<file path="src/rtl/uart_pkg.sv">
// Shared state encoding and timing constants for the UART transmitter.
package uart_pkg;

  localparam int OVERSAMPLE = 16;

  typedef enum logic [1:0] {
    IDLE,
    START,
    DATA,
    STOP
  } tx_state_t;

endpackage

</file>
<file path="src/rtl/uart_tx_core_if.sv">
// Bus-side connection between the TX FIFO/controller and the UART transmitter core.
interface uart_tx_core_if #(
  parameter int DVSR_W = 11
);

  logic [DVSR_W-1:0] dvsr;
  logic              tx_start;
  logic [7:0]        din;
  logic              tick;
  logic              tx_done_tick;
  logic              tx;

  modport master (
    output dvsr, tx_start, din,
    input  tick, tx_done_tick, tx
  );

  modport slave (
    input  dvsr, tx_start, din,
    output tick, tx_done_tick, tx
  );

endinterface

</file>
<file path="src/rtl/baud_gen.sv">
// Free-running oversampling tick generator: one strobe every dvsr+1 clocks.
module baud_gen #(
  parameter int DVSR_W = 11
) (
  input  logic              clk,
  input  logic              reset,
  input  logic [DVSR_W-1:0] dvsr,
  output logic              tick
);

  logic [DVSR_W-1:0] r_q, r_d;

  // Using >= lets a lowered divisor wrap immediately instead of running to overflow.
  always_comb begin
    tick = (r_q >= dvsr);
    r_d  = tick ? '0 : r_q + DVSR_W'(1);
  end

  always_ff @(posedge clk or posedge reset) begin
    if (reset) begin
      r_q <= '0;
    end else begin
      r_q <= r_d;
    end
  end

endmodule

</file>
<file path="src/rtl/uart_tx_core.sv">
// UART transmitter: start bit, DBIT data bits LSB first, SB_TICK-tick stop period.
module uart_tx_core
  import uart_pkg::*;
#(
  parameter int DBIT    = 8,
  parameter int SB_TICK = 16,
  parameter int DVSR_W  = 11
) (
  input  logic          clk,
  input  logic          reset,
  uart_tx_core_if.slave bus
);

  // Stop periods longer than one bit need a wider tick counter.
  localparam int S_W = (SB_TICK > OVERSAMPLE) ? $clog2(SB_TICK) : 4;

  tx_state_t      state_q, state_d;
  logic [S_W-1:0] s_q, s_d;
  logic [2:0]     n_q, n_d;
  logic [7:0]     b_q, b_d;
  logic           tx_q, tx_d;
  logic           tick;
  logic           done;

  baud_gen #(
    .DVSR_W (DVSR_W)
  ) u_baud_gen (
    .clk   (clk),
    .reset (reset),
    .dvsr  (bus.dvsr),
    .tick  (tick)
  );

  assign bus.tick         = tick;
  assign bus.tx           = tx_q;
  assign bus.tx_done_tick = done;

  always_ff @(posedge clk or posedge reset) begin
    if (reset) begin
      state_q <= IDLE;
      s_q     <= '0;
      n_q     <= '0;
      b_q     <= '0;
      tx_q    <= 1'b1;
    end else begin
      state_q <= state_d;
      s_q     <= s_d;
      n_q     <= n_d;
      b_q     <= b_d;
      tx_q    <= tx_d;
    end
  end

  always_comb begin
    state_d = state_q;
    s_d     = s_q;
    n_d     = n_q;
    b_d     = b_q;
    tx_d    = 1'b1;
    done    = 1'b0;
    case (state_q)
      IDLE: begin
        if (bus.tx_start) begin
          s_d     = '0;
          b_d     = bus.din;
          state_d = START;
        end
      end
      START: begin
        tx_d = 1'b0;
        if (tick) begin
          if (s_q == S_W'(OVERSAMPLE - 1)) begin
            s_d     = '0;
            n_d     = '0;
            state_d = DATA;
          end else begin
            s_d = s_q + S_W'(1);
          end
        end
      end
      DATA: begin
        tx_d = b_q[0];
        if (tick) begin
          if (s_q == S_W'(OVERSAMPLE - 1)) begin
            s_d = '0;
            b_d = b_q >> 1;
            if (n_q == 3'(DBIT - 1)) begin
              state_d = STOP;
            end else begin
              n_d = n_q + 3'd1;
            end
          end else begin
            s_d = s_q + S_W'(1);
          end
        end
      end
      STOP: begin
        if (tick) begin
          if (s_q == S_W'(SB_TICK - 1)) begin
            done    = 1'b1;
            state_d = IDLE;
          end else begin
            s_d = s_q + S_W'(1);
          end
        end
      end
      default: begin
        state_d = IDLE;
      end
    endcase
  end

endmodule

</file>
<file path="src/flat_wrapper.sv">
// flat-port wrapper written by rule: the top's interface ports become plain ports
module uart_tx_core_flat import uart_pkg::*;
#(
  parameter int DBIT    = 8,
  parameter int SB_TICK = 16,
  parameter int DVSR_W  = 11
)
  (clk, reset, bus_dvsr, bus_tx_start, bus_din, bus_tick, bus_tx_done_tick, bus_tx);
  uart_tx_core_if #(.DVSR_W(DVSR_W)) bus_i ();
  input  logic clk;
  input  logic reset;
  input wire logic [$bits(bus_i.dvsr)-1:0] bus_dvsr;
  input wire logic [$bits(bus_i.tx_start)-1:0] bus_tx_start;
  input wire logic [$bits(bus_i.din)-1:0] bus_din;
  output wire logic [$bits(bus_i.tick)-1:0] bus_tick;
  output wire logic [$bits(bus_i.tx_done_tick)-1:0] bus_tx_done_tick;
  output wire logic [$bits(bus_i.tx)-1:0] bus_tx;
  assign bus_i.dvsr = bus_dvsr;
  assign bus_i.tx_start = bus_tx_start;
  assign bus_i.din = bus_din;
  assign bus_tick = bus_i.tick;
  assign bus_tx_done_tick = bus_i.tx_done_tick;
  assign bus_tx = bus_i.tx;
  uart_tx_core #(.DBIT(DBIT), .SB_TICK(SB_TICK), .DVSR_W(DVSR_W)) u_core (.clk(clk), .reset(reset), .bus(bus_i));
endmodule
</file>
<file path="config.mk">
export PLATFORM = sky130hd
export DESIGN_NAME = uart_tx_core_flat
export DESIGN_NICKNAME = d
export VERILOG_FILES = /design/src/rtl/uart_pkg.sv /design/src/rtl/uart_tx_core_if.sv /design/src/rtl/baud_gen.sv /design/src/rtl/uart_tx_core.sv /design/src/flat_wrapper.sv
export SDC_FILE = /design/constraint.sdc
export NUM_CORES = 1
export LEC_CHECK = 0
export CORE_ASPECT_RATIO = 1.2
export CORE_MARGIN = 2
export CORE_UTILIZATION = 40
export CTS_CLUSTER_DIAMETER = 150
export DETAILED_ROUTE_END_ITERATION = 8
export DONT_BUFFER_PORTS = 1
export PLACE_DENSITY = 0.64
export SLEW_MARGIN = 20
export SYNTH_ARGS = -nofsm -noshare
export SYNTH_HDL_FRONTEND = slang
export SYNTH_SLANG_ARGS = --single-unit
</file>
<file path="constraint.sdc">
create_clock -name clk -period 3.2 [get_ports clk]
set_input_delay 0.64 -clock clk [delete_from_list [all_inputs] [get_ports clk]]
set_output_delay 0.64 -clock clk [all_outputs]
set_load 0.02 [all_outputs]
</file>
==> summary.md, run 1 <==
| Metric | Value |
|---|---|
| Status | finished, final reports clean |
| Cells after synthesis | 190 |
| Critical path data arrival time | 2.30 ns |
| # nets final | 236 |
| Worst slew pin tran | 0.5045 ns |
| Port-buffer cells | 0 |
| Clk pin slew, worst setup/hold paths | 0.07 ns |
| Ports | 25 |
| Min-Delay Path Class | input port to async pin |
| DR iter-0 viols | 55 |
| Syn avg cell area | 9.391 um2 |
| Residual DRC | 0 |
| Hpwl dp | 2.600 mm |
| DR top layer | met4 |
| Die Y | 77.16 um |
| R2R depth | 9 |
| H-tree depth | 2 |
| WL met3 | 111 um |
| Global-route wire length before repair | 6.154 mm |
| ANT nets after route | 0 |
| Skew-Pair Late Insertion Delay | 0.28 ns |
| Fillcell total | 433 |
| Slowest CP cell | a2111oi_0 |
| Via count | 1338 |
| Setup Fix Bufs, Post-CTS | 0 |
| Final Max Slew Viols | 0 |
| Top cells by area, synth | dfrtp_1 (39%), ha_1 (13%), nor2_1 (5.7%) |
| Post-cts repair resize count | 0 |
| Lkg Pwr | 0.9137 nW |
| Slowest stage delay, CP | 0.52 ns |
| P_int | 1.027 mW |
| Crit start category | flip-flop |
| Pwr Density | 847.5 mW/mm2 |
| Grt ovf | 0 |
| Clock root cell | clkbuf_8 |
| #FFs+latches synth | 29 |
| RSZ-0062 raised after global routing | no |
| Max-cap violations | 0 |
| Buf+Inv Stages, Crit Path | 2 |
| DIE AREA | 0.005013 mm2 |
| Initial Utilization | 41.87% |
| Fmax | 0.3402 GHz |
| Ys Warns | 0 |
| Fin Setup TNS | 0 ns |
| Met2 wire length | 1.692 mm |
| Peak VDD IR | 0.5075 mV |
| WL final | 3.436 mm |
| Met1 WL | 1.619 mm |
| Vias per Instance | 5.310 |
| Crit Reg-Reg Endpoint | u_core.state_q[1]$_DFFE_PP0P_ |
| Antenna Diode Count | 0 |
| CP required | 2.56 ns |
| Die Wd | 64.97 um |
| Utilization after layout | 46.30% |
| Final min period | 2.940 ns |
| Unique cell type count in the Yosys netlist | 41 |
| Logic pwr share | 39.3% |
| R2R setup slack | 0.50 ns |
| Layout area overhead | 10.59% |
| Clock share of power | 23.6% |
| Crit Reg-Reg Startpoint | u_core.u_baud_gen.r_q[0]$_DFF_PP0_ |
| CTS tree | yes |
| Placeable Area | 0.004262 mm2 |
| Critical-path maximum fanout | 16 |
| Num CTS Buffers | 5 |
| Crit path max-delay family | simple AND/OR/NAND/NOR gates |
| Largest net degree at the start of global routing | 30 |
| Crit end category | primary output |
| Ratio of cells with drive above 1 in the final layout | 8.673% |
| Net Sw Frac | 38.60% |
| Net Count, Synth | 231 |
| Final setup vio count | 0 |
| Wire per inst | 13.63 um |
| Post-CTS Hold Fix Bufs | 0 |
| Synth top area share | 39.27% |
| Antenna violations before repair | 0 |
| Clock skew | 0.007819 ns |
| Total GRT Usage | 15.53% |
| Drt pass-1 iters | 4 |
| Fin. Hold Viols | 0 |
| Cell area after synthesis | 0.001784 mm2 |
| Routability congestion estimate | 0.8211 |
| Row count | 26 |
| Slew HR | 65.50% |
| Worst Path Class, Setup | flip-flop to primary output |
| Clock sink count | 29 |
| Period utilization | 91.86% |
| Sw Pwr | 0.6455 mW |
| Clock Path Buffers | 2 |
| Vias in the first global route | 1371 |
| Worst path cell trace | inv_1, ha_1, nand2b_1, a2111oi_0, nor4_2, nor2_4, inv_2 |
| Seq pwr share | 37.1% |
| Seq/Total Area, Yosys | 40.74% |
| Yosys top cell by area | dfrtp_1 |
## worst reg2reg max path, cell delays in order (launching register included)
cell and delay (ns):
dfrtp_1 0.41, inv_1 0.06, ha_1 0.26, nand2b_1 0.13, a2111oi_0 0.52, nor4_2 0.15, nor2_4 0.27, inv_2 0.22
a41oi_2 0.24, mux2_1 0.33
## power by group through the flow
stage / clock network (mW) / logic, mW / registers [mW]
after floorplan: 0 / 0.544 / 0.594
after global placement: 0 / 0.642 / 0.623
after detailed placement: 0 / 0.665 / 0.624
after CTS: 0.405 / 0.668 / 0.619
after global routing: 0.423 / 0.760 / 0.641
final: 0.395 / 0.657 / 0.620
## cell usage after synthesis
cell type,n
clkbuf_1,3
nor2_4,1
o21ai_1,1
inv_1,16
a31oi_1,2
a2111oi_0,1
nand2_1,9
mux2i_1,2
inv_2,1
nor2b_1,3
xnor2_1,5
nand2b_1,5
o21ai_0,3
buf_2,1
mux2_2,1
nand4_1,2
and3_1,4
xor2_1,4
a22oi_1,1
or4_1,1
a211oi_1,3
a221o_1,1
o21a_1,1
dfrtp_1,28
nor3_1,2
nor4_2,1
mux2_1,1
a2111oi_4,1
and2_1,2
a32o_1,1
nand3_1,10
o221ai_1,1
o22ai_1,7
dfstp_2,1
nor2_1,27
a41oi_2,1
a21oi_1,10
a21o_1,2
ha_1,19
or3_1,1
nor4_1,4
## cell usage in the layout, fill, tap and decap left out, types with 5 or more instances in the layout
master    Yosys  final
a21oi_1      10     10
clkbuf_8      0      6
dfrtp_1      28     28
ha_1         19     19
inv_1        16     16
nand2_1       9      9
nand2b_1      5      5
nand3_1      10     10
nor2_1       27     27
o22ai_1       7      7
xnor2_1       5      5
## registers in the layout, summed over array words and instances (netlist names)
signal,count
u_core.n_q,3
u_core.bus.tx,1
u_core.s_q,4
u_core.b_q,8
u_core.state_q,2
u_core.u_baud_gen.r_q,11
## worst max-delay path by stage
stage	from	to	slack, ns	cells after the start
3_3_place_gp	bus_dvsr[0]	u_core.state_q[1]$_DFFE_PP0P_	0.31	8
5_1_grt	u_core.u_baud_gen.r_q[0]$_DFF_PP0_	bus_tick	0.08	7
3_5_place_dp	bus_dvsr[0]	u_core.state_q[1]$_DFFE_PP0P_	0.28	8
6_report	u_core.u_baud_gen.r_q[0]$_DFF_PP0_	bus_tick	0.26	7
2_1_floorplan	bus_dvsr[0]	bus_tick	0.36	7
4_1_cts	u_core.u_baud_gen.r_q[0]$_DFF_PP0_	bus_tick	0.22	7
## final cells by class
type                            count  area, um2  area share (%)
Tap cell                           56      70.07           3.551
Clock buffer                        6      82.58           4.185
Timing Repair Buffer                2      15.01          0.7609
Clock inverter                      2      37.54           1.902
Inverter                           17      63.81           3.234
Sequential cell                    29      726.9           36.84
Multi-Input combinational cell    140      977.2           49.52
## routing by layer
metal / track usage, % / up-vias
li1: - / 680
met1: 20.22 / 632
met2: 25.46 / 24
met3: 3.666 / 2
met4: 4.468 / 0
met5: 0 / -
## stage by stage
step	setup slack, ns	hold slack [ns]	cell area, um2	total power [mW]	std cells
4_1_cts	0.2191	0.3202	1973	1.692	252
3_3_place_gp	0.3067	0.4753	1853	1.265	244
6_report	0.2604	0.3202	1973	1.672	252
2_1_floorplan	0.3645	0.4556	1784	1.138	190
5_1_grt	0.07619	0.3420	1973	1.825	252
3_5_place_dp	0.2808	0.4746	1853	1.289	244
## logic make-up after synthesis
family                   count (synthesis)  share of synthesized area [%]
AND/OR/NAND/NOR                         72                          20.06
AO/OA/AOI/OAI                           36                          14.59
flip-flops                              29                          40.74
buffers and inverters                   21                          4.488
adder cells (fa/ha/maj)                 19                          13.32
XOR/XNOR                                 9                          4.418
multiplexers                             4                          2.384
No activity file was read; power rests on OpenSTA's default activity.
==> inputs of run 2 (changes only) <==
Settings changed: REMOVE_ABC_BUFFERS set to 1.
==> run 2 against run 1 <==
Critical path depth did not move. Via count rose by 1.6%. Sequential power fell by 0.6%. Routed wire length fell by 1.9%. Fmax fell by 1.8%. Sequential share of layout area rose by 0.070 points. Global-route usage fell by 0.76 points. Non-clock buffer count did not move. Clock power fell by 1%. First-iteration DRC count fell by 16%. Register-to-register slack got worse by 0.07 ns. Largest power group unchanged.
==> summary.md, run 2 (same netlist as run 1, synthesis figures left out) <==
| Metric | Value |
|---|---|
| Clk pin slew, worst setup/hold paths | 0.06 ns (about the same) |
| Antenna Diode Count | 0 (unchanged) |
| Worst Path Class, Setup | flip-flop to primary output |
| Clock Path Buffers | 2 (unchanged) |
| Ratio of cells with drive above 1 in the final layout | 8.163% (-0.51 points) |
| DR iter-0 viols | 46 (-16%) |
| Routability congestion estimate | 0.7907 (-3.7%) |
| Initial Utilization | 41.87% (unchanged) |
| Fmax | 0.3340 GHz (-1.8%) |
| RSZ-0062 raised after global routing | no |
| Skew-Pair Late Insertion Delay | 0.28 ns (about the same) |
| CP required | 2.56 ns (about the same) |
| Peak VDD IR | 0.3909 mV (-23%) |
| Residual DRC | 0 (unchanged) |
| Clock sink count | 29 (unchanged) |
| Clock root cell | clkbuf_8 |
| Fin. Hold Viols | 0 (unchanged) |
| CTS tree | yes |
| Worst slew pin tran | 0.5338 ns (+0.02924 ns) |
| Global-route wire length before repair | 5.858 mm (-4.8%) |
| Lkg Pwr | 0.9147 nW (+0.11%) |
| Grt ovf | 0 (unchanged) |
| Largest net degree at the start of global routing | 30 (unchanged) |
| Biggest regs | u_core.u_baud_gen.r_q (11), u_core.b_q (8), u_core.s_q (4) |
| Pwr Density | 845.4 mW/mm2 (-0.26%) |
| Total GRT Usage | 14.76% (-0.76 points) |
| Most flops, register | u_core.u_baud_gen.r_q |
| Vias in the first global route | 1404 (+2.4%) |
| Final min period | 2.994 ns (+0.05449 ns) |
| Row count | 26 (unchanged) |
| Crit end category | primary output |
| Fin Setup TNS | 0 ns (unchanged) |
| WL final | 3.371 mm (-1.9%) |
| Final Max Slew Viols | 0 (unchanged) |
| Post-cts repair resize count | 0 (unchanged) |
| Num CTS Buffers | 5 (unchanged) |
| Wire per inst | 13.38 um (-1.9%) |
| ANT nets after route | 0 (unchanged) |
| Period utilization | 93.56% (+1.7 points) |
| Antenna violations before repair | 0 (unchanged) |
| Post-CTS Hold Fix Bufs | 0 (unchanged) |
| H-tree depth | 2 (unchanged) |
| Status | finished, final reports clean |
| Layout area overhead | 10.38% |
| Critical-path maximum fanout | 16 (unchanged) |
| Max-cap violations | 0 (unchanged) |
| Min-Delay Path Class | input port to async pin |
| DIE AREA | 0.005013 mm2 (unchanged) |
| Ports | 25 (unchanged) |
| Clock skew | 0.003888 ns (-0.003931 ns) |
| Hpwl dp | 2.517 mm (-3.2%) |
| Placed Area | 0.001853 mm2 (unchanged) |
| Placeable Area | 0.004262 mm2 (unchanged) |
| Design area | 0.001969 mm2 (-0.19%) |
| Die Wd | 64.97 um (unchanged) |
| Most frequent cells in the layout | dfrtp_1 (28), nor2_1 (27), ha_1 (19) |
| Utilization after layout | 46.21% (-0.088 points) |
| Max FFs per register | 11 (unchanged) |
| # nets final | 236 (unchanged) |
| Most common cell after layout, fill and taps aside | dfrtp_1 |
| Setup Fix Bufs, Post-CTS | 0 (unchanged) |
| Via count | 1360 (+1.6%) |
| Vias per Instance | 5.397 (+1.6%) |
| Final setup vio count | 0 (unchanged) |
| Critical path data arrival time | 2.35 ns (+0.05 ns) |
| Die Y | 77.16 um (unchanged) |
| Crit start category | flip-flop |
| Slew HR | 63.50% (-2.0 points) |
| Port-buffer cells | 0 (unchanged) |
| Drt pass-1 iters | 4 (unchanged) |
[run 2: cell count changes in the layout (fill, tap and decap cells not counted), sizes merged]
cell      previous run  this run
clkbuf               6         7
clkinvlp             1         0
[run 2: path summary, 6_finish.rpt]
check | from | to | slack (ns) | cells past startpoint
max | u_core.u_baud_gen.r_q[0]$_DFF_PP0_ | bus_tick | 0.21 | 7
min | reset | u_core.u_baud_gen.r_q[2]$_DFF_PP0_ | 0.31 | 2
max reg2reg | u_core.u_baud_gen.r_q[0]$_DFF_PP0_ | u_core.state_q[1]$_DFFE_PP0P_ | 0.43 | 9
min reg2reg | u_core.b_q[0]$_DFFE_PP0P_ | u_core.bus.tx$_DFF_PP1_ | 0.49 | 1
max in group asynchronous | reset | u_core.bus.tx$_DFF_PP1_ | 2.57 | 2
min in group clk | u_core.b_q[0]$_DFFE_PP0P_ | u_core.bus.tx$_DFF_PP1_ | 0.49 | 1
[run 2: area by class of cell]
cell class | instances | area, um2
Clock inverter | 1 | 30.03
Timing Repair Buffer | 2 | 15.01
Tap cell | 56 | 70.07
Multi-Input combinational cell | 140 | 977.2
Inverter | 17 | 63.81
Sequential cell | 29 | 726.9
Clock buffer | 7 | 86.33
Fill cell | 419 | 2292
[run 2: metal layers]
| layer | track usage, % | up-vias | part of all wire [%] |
|---|---|---|---|
| met4 | 6.596 | 0 | 1.7 |
| met5 | 0 | - | 0 |
| met2 | 26.70 | 35 | 50 |
| li1 | - | 681 | - |
| met1 | 15.72 | 638 | 43 |
| met3 | 3.812 | 6 | 4.5 |
[run 2: critical path, stage by stage (launching register included)]
cell and delay, ns:
dfrtp_1 0.42, inv_1 0.06, ha_1 0.26, nand2b_1 0.13, a2111oi_0 0.54, nor4_2 0.16
nor2_4 0.28, inv_2 0.22
[run 2: stage by stage]
stage | instances | setup slack (ns) | hold WS (ns) | total power [mW]
after floorplan | 186 | 0.5172 | 0.4556 | 1.134
after global placement | 244 | 0.2242 | 0.4809 | 1.271
final | 252 | 0.2059 | 0.3148 | 1.665
after CTS | 252 | 0.1404 | 0.3293 | 1.686
after global routing | 252 | 0.03303 | 0.3575 | 1.814
after detailed placement | 244 | 0.1970 | 0.4725 | 1.287
[run 2: power breakdown]
group | switching, mW | internal, mW
clock network | 0.136 | 0.253
registers | 0.115 | 0.501
logic | 0.385 | 0.274
